===== config.mk =====
export PLATFORM = sky130hd
export DESIGN_NAME = mem_store_serializer
export DESIGN_NICKNAME = d
export VERILOG_FILES = /design/src/rtl/mem_store_serializer.sv
export SDC_FILE = /design/constraint.sdc
export NUM_CORES = 1
export LEC_CHECK = 0
export CAP_MARGIN = 10
export CORE_ASPECT_RATIO = 2
export CORE_MARGIN = 3
export CORE_UTILIZATION = 44
export DETAILED_ROUTE_END_ITERATION = 8
export PLACE_DENSITY = 0.81
export SLEW_MARGIN = 20
export SYNTH_ARGS = -nofsm -noshare
export SYNTH_HDL_FRONTEND = slang
export SYNTH_SLANG_ARGS = --single-unit

===== constraint.sdc =====
create_clock -name i_clk -period 2.4 [get_ports i_clk]
set_input_delay 0.48 -clock i_clk [delete_from_list [all_inputs] [get_ports i_clk]]
set_output_delay 0.48 -clock i_clk [all_outputs]
set_load 0.05 [all_outputs]

===== src/rtl/mem_store_serializer.sv =====
// rtl/mem_store_serializer.sv - byte-serial SB/SH/SW store engine for a byte-wide data memory
// Optional build macro: STORE_MISALIGN_TRAP_EN (reject misaligned half/word instead of force-aligning)
module mem_store_serializer #(
    parameter int BITS_SIZE      = 32,
    parameter int BYTE_BITS_SIZE = 8,
    parameter int BITS_ADDR      = 8
) (
    input  logic                      i_clk,
    input  logic                      i_reset_n,
    input  logic                      i_store_valid,
    input  logic [1:0]                i_store_size,
    input  logic [BITS_SIZE-1:0]      i_store_addr,
    input  logic [BITS_SIZE-1:0]      i_store_data,
    output logic                      o_stall,
    output logic                      o_mem_we,
    output logic [BITS_ADDR-1:0]      o_mem_addr,
    output logic [BYTE_BITS_SIZE-1:0] o_mem_wdata,
    output logic                      o_done,
    output logic                      o_misaligned
);

    typedef enum logic {
        ST_IDLE,
        ST_WRITE
    } state_t;

    state_t               state;
    logic [1:0]           idx;
    logic [1:0]           lat_last;
    logic [BITS_ADDR-1:0] lat_addr;
    logic [BITS_SIZE-1:0] lat_data;

    logic [1:0]           req_last;
    logic [BITS_ADDR-1:0] req_addr;
    logic                 req_misaligned;
    logic                 unused_addr_hi;

    assign unused_addr_hi = ^i_store_addr[BITS_SIZE-1:BITS_ADDR];

    // Index of the final byte doubles as the alignment mask (half: 01, word: 11).
    always_comb begin
        req_last = 2'd3;
        case (i_store_size)
            2'b00:   req_last = 2'd0;
            2'b01:   req_last = 2'd1;
            default: req_last = 2'd3;
        endcase
    end

`ifdef STORE_MISALIGN_TRAP_EN
    assign req_misaligned = (i_store_addr[1:0] & req_last) != 2'b00;
    assign req_addr       = i_store_addr[BITS_ADDR-1:0];
`else
    assign req_misaligned = 1'b0;
    assign req_addr       = i_store_addr[BITS_ADDR-1:0] & ~{{(BITS_ADDR-2){1'b0}}, req_last};
`endif

    always_comb begin
        o_stall      = 1'b0;
        o_mem_we     = 1'b0;
        o_mem_addr   = '0;
        o_mem_wdata  = '0;
        o_done       = 1'b0;
        o_misaligned = 1'b0;
        if (!i_reset_n) begin
            o_stall = 1'b0;
        end else if (state == ST_WRITE) begin
            o_mem_we    = 1'b1;
            o_mem_addr  = lat_addr + BITS_ADDR'(idx);
            o_mem_wdata = BYTE_BITS_SIZE'(lat_data >> (32'(idx) * BYTE_BITS_SIZE));
            o_done      = (idx == lat_last);
            o_stall     = (idx != lat_last);
        end else if (i_store_valid) begin
            if (req_misaligned) begin
                o_misaligned = 1'b1;
            end else begin
                // Byte 0 goes out in the request cycle itself.
                o_mem_we    = 1'b1;
                o_mem_addr  = req_addr;
                o_mem_wdata = i_store_data[BYTE_BITS_SIZE-1:0];
                o_done      = (req_last == 2'd0);
                o_stall     = (req_last != 2'd0);
            end
        end
    end

    always_ff @(posedge i_clk or negedge i_reset_n) begin
        if (!i_reset_n) begin
            state    <= ST_IDLE;
            idx      <= 2'd0;
            lat_last <= 2'd0;
            lat_addr <= '0;
            lat_data <= '0;
        end else begin
            case (state)
                ST_IDLE: begin
                    if (i_store_valid && !req_misaligned && req_last != 2'd0) begin
                        state    <= ST_WRITE;
                        idx      <= 2'd1;
                        lat_last <= req_last;
                        lat_addr <= req_addr;
                        lat_data <= i_store_data;
                    end
                end
                ST_WRITE: begin
                    if (idx == lat_last) begin
                        state <= ST_IDLE;
                        idx   <= 2'd0;
                    end else begin
                        idx <= idx + 2'd1;
                    end
                end
                default: state <= ST_IDLE;
            endcase
        end
    end

endmodule


==> results of run 1 <==
[per-layer routing]
metal / up-vias / wire, microns
met1: 1012 / 2190
met2: 70 / 3390
met5: - / 0
met3: 12 / 237
li1: 1012 / -
met4: 0 / 179
[state kept, by name, summed over array words and instances (netlist names)]
signal and cells:
state 1, lat_last 2, lat_data 32, lat_addr 8, idx 2
[what timing repair did]
item | 4_1_cts | 5_1_grt
pin swaps | 8 | 2
setup endpoints to repair | 8 | 14
gates cloned | 1 | 0
gates resized for setup | 15 | 2
buffers inserted | 2 | 0
[kinds of logic (layout without fill, tap and decap cells)]
kind of cell,after synthesis,in the layout,synth area share [%]
flops,45,45,47.0
mux,8,8,8.61
other cells,1,1,0.156
simple gates,158,158,27.6
fa+ha+maj,3,3,1.88
compound gates,25,25,7.10
xor+xnor,9,9,3.29
buf+inv,19,91,4.38
[final cells by class]
class | instances | share of cell area (%)
multi-input cells | 204 | 35.7
repair buffers | 82 | 27.7
clock inverters | 1 | 0.212
inverters | 2 | 0.212
clock buffers | 6 | 2.33
flip-flops and latches | 45 | 31.8
well taps | 58 | 2.05
[metrics by stage]
stage	setup TNS (ns)	area [sq um]	std cells	setup WS, ns	util, %
6_report	-0.108	3550	398	-0.0315	68.4
5_1_grt	-0.671	3550	398	-0.0950	68.4
2_1_floorplan	-0.0498	2440	268	-0.0498	-
3_5_place_dp	0	3340	388	0.0743	64.4
4_1_cts	-0.0675	3540	398	-0.0223	68.2
3_3_place_gp	0	3340	388	0.0813	64.4
[power groups by stage]
stage | Clock (W) | Combinational [W] | Sequential [W]
floorplan | 0 | 0.00150 | 0.00129
global placement | 0 | 0.00222 | 0.00133
detailed placement | 0 | 0.00228 | 0.00136
CTS | 0.000478 | 0.00244 | 0.00136
global route | 0.000499 | 0.00264 | 0.00142
finish | 0.000464 | 0.00245 | 0.00136
[critical path, cell delays in order (launching register included)]
cell,delay [ns]
dfrtp_2,0.46
ha_4,0.18
fa_2,0.40
nand3_2,0.12
xor2_2,0.08
a211oi_4,0.25
buf_12,0.17
[cells in the final DEF (no fill, tap or decap), drive strengths merged]
| master | netlist | layout |
|---|---|---|
| a211oi | 6 | 6 |
| a21oi | 2 | 2 |
| a22o | 1 | 1 |
| a22oi | 7 | 7 |
| a31oi | 1 | 1 |
| and2 | 4 | 4 |
| and2b | 1 | 1 |
| and3 | 1 | 1 |
| buf | 12 | 38 |
| bufbuf | 0 | 1 |
| clkbuf | 5 | 6 |
| clkdlybuf4s50 | 0 | 43 |
| clkinvlp | 0 | 1 |
| conb | 1 | 1 |
| dfrtp | 45 | 45 |
| fa | 1 | 1 |
| ha | 2 | 2 |
| inv | 2 | 2 |
| mux4 | 8 | 8 |
| nand2 | 123 | 123 |
| nand2b | 2 | 2 |
| nand3 | 3 | 3 |
| nand3b | 1 | 1 |
| nand4b | 2 | 2 |
| nor2 | 9 | 9 |
| nor2b | 10 | 10 |
| nor3 | 1 | 1 |
| nor3b | 1 | 1 |
| o21ai | 6 | 6 |
| o22ai | 1 | 1 |
| o31ai | 1 | 1 |
| xnor2 | 2 | 2 |
| xor2 | 7 | 7 |
[final timing paths]
check                              from            end  slack, ns
min in group i_clk         lat_data[12]   lat_data[12]       0.47
max                              idx[0]  o_mem_addr[4]      -0.03
min                           i_reset_n   lat_data[17]       0.06
max reg2reg                      idx[0]         idx[0]       0.91
max in group asynchronous     i_reset_n   lat_data[28]       1.70
min reg2reg                lat_data[12]   lat_data[12]       0.47
==> results.cfg, run 1 <==
[sta]
hold_viol = 0
period_minus_slack_ns = 2.43
hold_ws_ns = 0.0557
skew_ns = 0.00254
period_share_pct = 101
final.setup.worst_slack_ns = -0.0315
final_max_slew_viol_count = 0
fmax_mhz = 411
rsz0062_at_grt = yes
setup_viol = 4

[power_and_ir_drop]
ir_worst_vdd_mv = 0.821
power_frac_comb_pct = 57.2
p_seq_share_pct = 31.9
power.switching_w = 0.00175
clkPwrFrac_pct = 10.9
switching_share_pct = 40.9
p_per_area_mw_per_mm2 = 1210
power_w = 0.00427
p_leak_nw = 1.65
power.internal_w = 0.00253

[yosys]
yosysMostFrequentCell = nand2_1
synth_nets = 340
syn_inst = 268
ys_ff_latch = 45
ys_seq_area_share_pct = 47.0
synth_area_leaders = dfrtp_1 47%, nand2_1 19%, mux4_1 7.7%
yosys.area.top_type_share_pct = 47.0
ys_async_sr_fraction_pct = 100
ys.flop_type = dfrtp_1
yosysUniqueCellTypes = 36
yosysTopAreaCell = dfrtp_1
syn_avg_cell_area_sq_um = 8.95
ys_top_cells_by_count = 123 x nand2_1, 45 x dfrtp_1, 10 x nor2b_1
synth_edf_count = 0
netlist_area_sq_mm = 0.00240
ys.warnings.count = 0

[drt]
avgRoutedWirePerCell_microns = 15.1
drc = 0
ant_nets = 0
viasPerCell = 5.29
drtPass1Iterations = 4
routed_wirelength_microns = 6000
drtIter0Drc = 52
vias = 2106

[clock_network]
cts_tree = done
htreeDepth = 2
cts.clk_slew.worst_paths_ns = 0.08
cts_buffers = 5
cts.sinks = 45
cts_hold_buf = 0
clock_path_buffers = 2
clock_latency_ns = 0.29
clockRootBuffer = clkbuf_8

[layout]
ff_latch_area_sq_mm = 0.00113
drive_above_1_share_pct = 19.7
synthToLayoutAreaGrowth_pct = 47.9
multiInputGateArea_sq_mm = 0.00127
final_nets = 412
diodes = 0
nFillCells = 407

[run_status]
violations = setup timing
status = finished, violations left

[critical_path]
endpoint_kind = output pin
reg2reg_depth = 4
crit_path_start_kind = flip-flop
path_class = reg2out
cp_max_fo = 3
arrival_ns = 1.95
worstPathRequired_ns = 1.92

[global_routing]
grt_overflow_total = 0
grt_max_degree = 42
top_usage_layer = met2
grtUsageTotal_pct = 20.1
grt_pass1_vias = 2072
gr-usage-met1_pct = 23.1
grt_use_met3_pct = 2.45
met2_usage_pct = 35.3
grt_pass1_wl_microns = 9800
antenna_found_initial = 0

[place]
place_congestion = 0.821
io_buffers = 63
hpwl_microns = 4460

[min_path]
hp-class = in2async

[floorplan]
die_w_microns = 58.2
core.rowCount = 37
die_h_microns = 110
core_sq_mm = 0.00518
dieArea_sq_mm = 0.00642
start_util_pct = 46.2
io_pins = 89

[run]
drv_cap = 0
No activity file was read; power rests on OpenSTA's default activity.
==> run 2: changes to the inputs <==
--- a/config.mk
+++ b/config.mk
@@ -11,7 +11,7 @@
 export CORE_UTILIZATION = 44
 export DETAILED_ROUTE_END_ITERATION = 8
 export PLACE_DENSITY = 0.81
-export SLEW_MARGIN = 20
+export SLEW_MARGIN = 5
 export SYNTH_ARGS = -nofsm -noshare
 export SYNTH_HDL_FRONTEND = slang
 export SYNTH_SLANG_ARGS = --single-unit
==> results of run 2 <==
The final DEF is identical to that of run 1; final timing and power are the same.
